$ cat src/rtl/div_unit.sv
`default_nettype none
// ============================================================================
// Module   : div_unit
// Purpose  : Iterative radix-2 restoring divider for DIV/DIVU in the EX stage.
//            One quotient bit per clock; results are sign-corrected after the
//            last iteration and held until the requester drops start_i.
// Ports    : clk          - system clock, rising edge
//            rst          - asynchronous reset, active low
//            signed_div_i - 1 = signed (DIV), 0 = unsigned (DIVU)
//            opdata1_i    - dividend
//            opdata2_i    - divisor
//            start_i      - divide request (level, held until ready_o)
//            annul_i      - cancel the current operation
//            result_o     - {remainder, quotient}, registered
//            ready_o      - result valid, registered
// Revision : 1.0 - initial release
// ============================================================================
module div_unit #(
    parameter int DATA_W = 32
) (
    input  logic                  clk,
    input  logic                  rst,
    input  logic                  signed_div_i,
    input  logic [DATA_W-1:0]     opdata1_i,
    input  logic [DATA_W-1:0]     opdata2_i,
    input  logic                  start_i,
    input  logic                  annul_i,
    output logic [2*DATA_W-1:0]   result_o,
    output logic                  ready_o
);

    localparam int c_CNT_W = $clog2(DATA_W) + 1;

    localparam logic [1:0] c_FREE   = 2'd0;
    localparam logic [1:0] c_BYZERO = 2'd1;
    localparam logic [1:0] c_ON     = 2'd2;
    localparam logic [1:0] c_END    = 2'd3;

    localparam logic [c_CNT_W-1:0] c_LAST = c_CNT_W'(DATA_W);

    logic [1:0]            r_state,   w_state_nxt;
    logic [c_CNT_W-1:0]    r_cnt,     w_cnt_nxt;
    logic [2*DATA_W:0]     r_work,    w_work_nxt;
    logic [DATA_W-1:0]     r_divisor, w_divisor_nxt;
    logic                  r_neg1,    w_neg1_nxt;
    logic                  r_neg2,    w_neg2_nxt;
    logic [2*DATA_W-1:0]   r_result,  w_result_nxt;
    logic                  r_ready,   w_ready_nxt;

    logic                  w_op1_neg;
    logic                  w_op2_neg;
    logic [DATA_W-1:0]     w_op1_mag;
    logic [DATA_W-1:0]     w_op2_mag;
    logic [DATA_W:0]       w_trial;
    logic [DATA_W-1:0]     w_rem;
    logic [DATA_W-1:0]     w_quo;
    logic [DATA_W-1:0]     w_rem_fix;
    logic [DATA_W-1:0]     w_quo_fix;

    // Sign flags already fold in signedness, so unsigned operands are never
    // corrected.
    assign w_op1_neg = signed_div_i & opdata1_i[DATA_W-1];
    assign w_op2_neg = signed_div_i & opdata2_i[DATA_W-1];
    assign w_op1_mag = w_op1_neg ? (~opdata1_i + 1'b1) : opdata1_i;
    assign w_op2_mag = w_op2_neg ? (~opdata2_i + 1'b1) : opdata2_i;

    // Working register layout: [2W:W] is the partial remainder with the next
    // dividend bit already shifted in; the low bits carry the remaining
    // dividend bits and collect quotient bits from bit 0 upward. The partial
    // remainder is always below 2*divisor, so a (W+1)-bit difference never
    // overflows and its MSB is a reliable sign.
    assign w_trial = r_work[2*DATA_W:DATA_W] - {1'b0, r_divisor};

    // After the last iteration the remainder sits one bit above the middle.
    assign w_rem     = r_work[2*DATA_W:DATA_W+1];
    assign w_quo     = r_work[DATA_W-1:0];
    assign w_rem_fix = r_neg1 ? (~w_rem + 1'b1) : w_rem;
    assign w_quo_fix = (r_neg1 ^ r_neg2) ? (~w_quo + 1'b1) : w_quo;

    always_comb begin
        w_state_nxt   = r_state;
        w_cnt_nxt     = r_cnt;
        w_work_nxt    = r_work;
        w_divisor_nxt = r_divisor;
        w_neg1_nxt    = r_neg1;
        w_neg2_nxt    = r_neg2;
        w_result_nxt  = r_result;
        w_ready_nxt   = r_ready;

        case (r_state)
            c_FREE: begin
                w_result_nxt = '0;
                w_ready_nxt  = 1'b0;
                if (start_i && !annul_i) begin
                    w_neg1_nxt    = w_op1_neg;
                    w_neg2_nxt    = w_op2_neg;
                    w_divisor_nxt = w_op2_mag;
                    w_cnt_nxt     = '0;
                    w_work_nxt    = {{DATA_W{1'b0}}, w_op1_mag, 1'b0};
                    w_state_nxt   = (opdata2_i == '0) ? c_BYZERO : c_ON;
                end
            end

            c_BYZERO: begin
                w_result_nxt = '0;
                if (annul_i) begin
                    w_state_nxt = c_FREE;
                    w_ready_nxt = 1'b0;
                end else begin
                    w_state_nxt = c_END;
                    w_ready_nxt = 1'b1;
                end
            end

            c_ON: begin
                if (annul_i) begin
                    w_state_nxt  = c_FREE;
                    w_result_nxt = '0;
                    w_ready_nxt  = 1'b0;
                end else if (r_cnt != c_LAST) begin
                    if (w_trial[DATA_W]) begin
                        w_work_nxt = {r_work[2*DATA_W-1:0], 1'b0};
                    end else begin
                        w_work_nxt = {w_trial[DATA_W-1:0], r_work[DATA_W-1:0], 1'b1};
                    end
                    w_cnt_nxt = r_cnt + c_CNT_W'(1);
                end else begin
                    w_result_nxt = {w_rem_fix, w_quo_fix};
                    w_ready_nxt  = 1'b1;
                    w_state_nxt  = c_END;
                end
            end

            c_END: begin
                if (annul_i || !start_i) begin
                    w_state_nxt  = c_FREE;
                    w_result_nxt = '0;
                    w_ready_nxt  = 1'b0;
                end
            end

            default: begin
                w_state_nxt  = c_FREE;
                w_result_nxt = '0;
                w_ready_nxt  = 1'b0;
            end
        endcase
    end

    always_ff @(posedge clk or negedge rst) begin
        if (!rst) begin
            r_state   <= c_FREE;
            r_cnt     <= '0;
            r_work    <= '0;
            r_divisor <= '0;
            r_neg1    <= 1'b0;
            r_neg2    <= 1'b0;
            r_result  <= '0;
            r_ready   <= 1'b0;
        end else begin
            r_state   <= w_state_nxt;
            r_cnt     <= w_cnt_nxt;
            r_work    <= w_work_nxt;
            r_divisor <= w_divisor_nxt;
            r_neg1    <= w_neg1_nxt;
            r_neg2    <= w_neg2_nxt;
            r_result  <= w_result_nxt;
            r_ready   <= w_ready_nxt;
        end
    end

    assign result_o = r_result;
    assign ready_o  = r_ready;

endmodule
`default_nettype wire

$ cat config.mk
export PLATFORM = sky130hd
export DESIGN_NAME = div_unit
export DESIGN_NICKNAME = d
export VERILOG_FILES = /design/src/rtl/div_unit.sv
export SDC_FILE = /design/constraint.sdc
export NUM_CORES = 1
export LEC_CHECK = 0
export ABC_AREA = 0
export CAP_MARGIN = 20
export CORE_MARGIN = 1.5
export CORE_UTILIZATION = 38
export DETAILED_ROUTE_END_ITERATION = 8
export DONT_BUFFER_PORTS = 1
export PLACE_DENSITY = 0.56
export SLEW_MARGIN = 20
export SYNTH_ARGS = -nofsm -noshare
export SYNTH_HDL_FRONTEND = slang
export SYNTH_SLANG_ARGS = --single-unit
$ cat constraint.sdc
create_clock -name clk -period 7.3 [get_ports clk]
set_clock_uncertainty 0.1 [all_clocks]
set_input_delay 0.365 -clock clk [delete_from_list [all_inputs] [get_ports clk]]
set_output_delay 0.365 -clock clk [all_outputs]
set_load 0.01 [all_outputs]
==> out/results.ini <==
[run_status]
run_status = completed

[detailed_routing]
drt-met1-wl_mm = 15.8
drc = 0
dr.max_layer_used = met4
wl_met2_mm = 12.7
drt_first_pass_iters = 5
wl_mm = 30.9
num_vias = 9755
drtIter0Drc = 784
final_antenna_net_count = 0
wl_met3_mm = 2.02
routedWlPerCell_um = 17.5
viasPerCell = 5.55

[power_and_ir_drop]
powerDensity_nw_per_um2 = 505
p_leak_nw = 5.31
vdd_ir_drop_max_mv = 0.218

[synth]
ys_types = 72
ys_seq_area_share_pct = 37.4
syn_area_um2 = 11500
synth_nets = 1514
synth_ff_type = dfrtp_1
avgSynthCellArea_um2 = 8.21
yosys_warnings = 0
ys_seq_elements = 172
syn_inst = 1402
synth_edf_count = 0
async_flop_share_pct = 100

[placed_design]
gp_congestion = 0.915
hpwl_mm = 22.6
port-buffer-count = 0
placed_cells = 1721

[hold_path]
hp-start = opdata2_i[28]
hp-class = input pin to register

[clocking]
htreeDepth = 4
clkSlewWorstSetupHoldPaths_ns = 0.07
cts_setup_buffers = 0
clock-root-buffer = clkbuf_16
numCtsBuffers = 17
cts_tree = done
cts_max_path_buffers = 2
clkSinkCount = 172
clk_latency_ns = 0.44

[setup_path]
path_max_fanout = 54
critPathKind = register to register
critPathLaunchType = register
cp_data_required_time_ns = 7.52
cp.arrival_ns = 3.84
cp-startpoint = r_state[0]
crit-reg2reg-launch = r_state[0]
cp-end-kind = register

[floorplan]
core_um2 = 29700
start_util_pct = 38.7
num_rows = 63
fp.dieH_um = 177
die_area_um2 = 31300
ioPinCount = 134
die_x_um = 177

[grt]
antenna_found_initial = 0
grt_max_degree = 173
overflow = 0
grt_pass1_vias = 9083
grt_pass1_wl_mm = 49.9
grtUsageTotal_pct = 20.1

[sta]
period_share_pct = 49.6
rsz0062_at_grt = false
fin_setup_tns_ns = 0
final-setup-viol-count = 0
slew_viol_final = 0
period_needed_ns = 3.62
maxSlewHeadroom_pct = 37.6
hold_viol = 0
tightest_slew_ns = 0.937
max_freq_mhz = 276

[cells_and_area]
areaGrowthSynthToFinish_pct = 8.49
nets = 1467
drive_gt1_share_pct = 5.41
layout_commonest_cell = nand2_1
diodes = 0
final_cell_mix = nand2_1 (234), o21ai_0 (184), dfrtp_1 (171)
fill_cells = 2917
instances_no_fill = 1758

[job]
drv_cap = 0

worst max-delay path, stage by stage (launching register included):
cell	delay (ns)
dfrtp_1	0.38
inv_1	0.09
ha_2	0.18
buf_4	0.28
inv_2	0.29
nor3_1	0.13
nor4_2	0.28
buf_4	0.30
nand2_1	0.55
a221oi_1	0.44
o21ai_0	0.13
o311ai_0	0.31
cells in the mapped netlist, drive strengths merged (7+ instances only):
cell type	n	share of area (%)
nand2	234	7.6
o21ai	193	8.4
dfrtp	172	37
xor2	90	6.8
nor2	80	2.6
a21oi	79	3.4
clkbuf	70	2.3
inv	54	1.8
xnor2	54	4.2
nand3	51	2.3
ha	42	4.6
nor3	33	1.7
o31ai	29	2.0
o311ai	18	1.4
o211ai	14	0.91
o41ai	14	1.3
nand2b	13	0.71
or3	13	0.75
mux2i	12	1.0
nand4	12	0.65
or4	12	0.88
nor4	11	0.65
a21o	10	0.65
buf	10	0.37
a31oi	7	0.38
sequential cells by signal, indices dropped and copies added, names as in the netlist:
register / cells
r_divisor: 32
r_neg2: 1
r_state: 2
ready_o: 1
r_neg1: 1
result_o: 64
r_cnt: 6
r_work: 65
timing repair:
item	4_1_cts	5_1_grt
endpoints found under the hold margin	175	0
gates resized for setup	0	0
hold buffers	5	0
cell type report:
cell class              count  area [µm²]  area share (%)
clock buffers              17         425            3.41
clock inverters            15         205            1.64
inverters                  54         203            1.62
multi-input cells        1096        6730            53.9
flip-flops and latches    172        4310            34.5
well taps                 390         488            3.91
repair buffers             14         135            1.08
worst paths after layout:
check                                 to  slack [ns]  cells past startpoint
max                           r_work[51]        3.68                     11
min in group asynchronous  r_divisor[12]        0.45                      2
min                        r_divisor[28]        0.01                      2
max reg2reg                   r_work[51]        3.68                     11
max in group asynchronous         r_neg1        5.84                      2
min reg2reg                 r_divisor[5]        0.38                      2
metrics by stage:
step / hold slack, ns / power (W) / worst slack (ns) / area (µm²) / utilization (%)
5_1_grt: 0.00505 / 0.00686 / 3.27 / 12500 / 42.0
2_1_floorplan: -0.0306 / 0.00440 / 4.49 / 11500 / -
3_3_place_gp: -0.0236 / 0.00529 / 3.83 / 11800 / 39.7
3_5_place_dp: -0.0237 / 0.00531 / 3.72 / 11800 / 39.7
6_report: 0.0143 / 0.00631 / 3.68 / 12500 / 42.0
4_1_cts: 0.000536 / 0.00632 / 3.67 / 12500 / 42.0
cell families after synthesis:
group           after synthesis  share of synthesized area [%]
fa+ha+maj                    43                           4.74
flops                       172                           37.4
xor+xnor                    144                           11.0
mux                          13                           1.14
simple gates                490                           19.8
compound gates              406                           21.5
buf+inv                     134                           4.41
per-layer routing:
metal	global-route usage (%)	up-vias
li1	-	4871
met5	0	-
met1	31.0	4568
met2	28.1	294
met4	5.08	0
met3	3.93	22
power by group:
group / switching (W) / leakage [nW] / internal [W]
combinational: 0.00224 / 2.72 / 0.00132
sequential: 0.000494 / 2.29 / 0.00130
clock: 0.000461 / 0.305 / 0.000498
No activity file was read; power rests on OpenSTA's default activity.
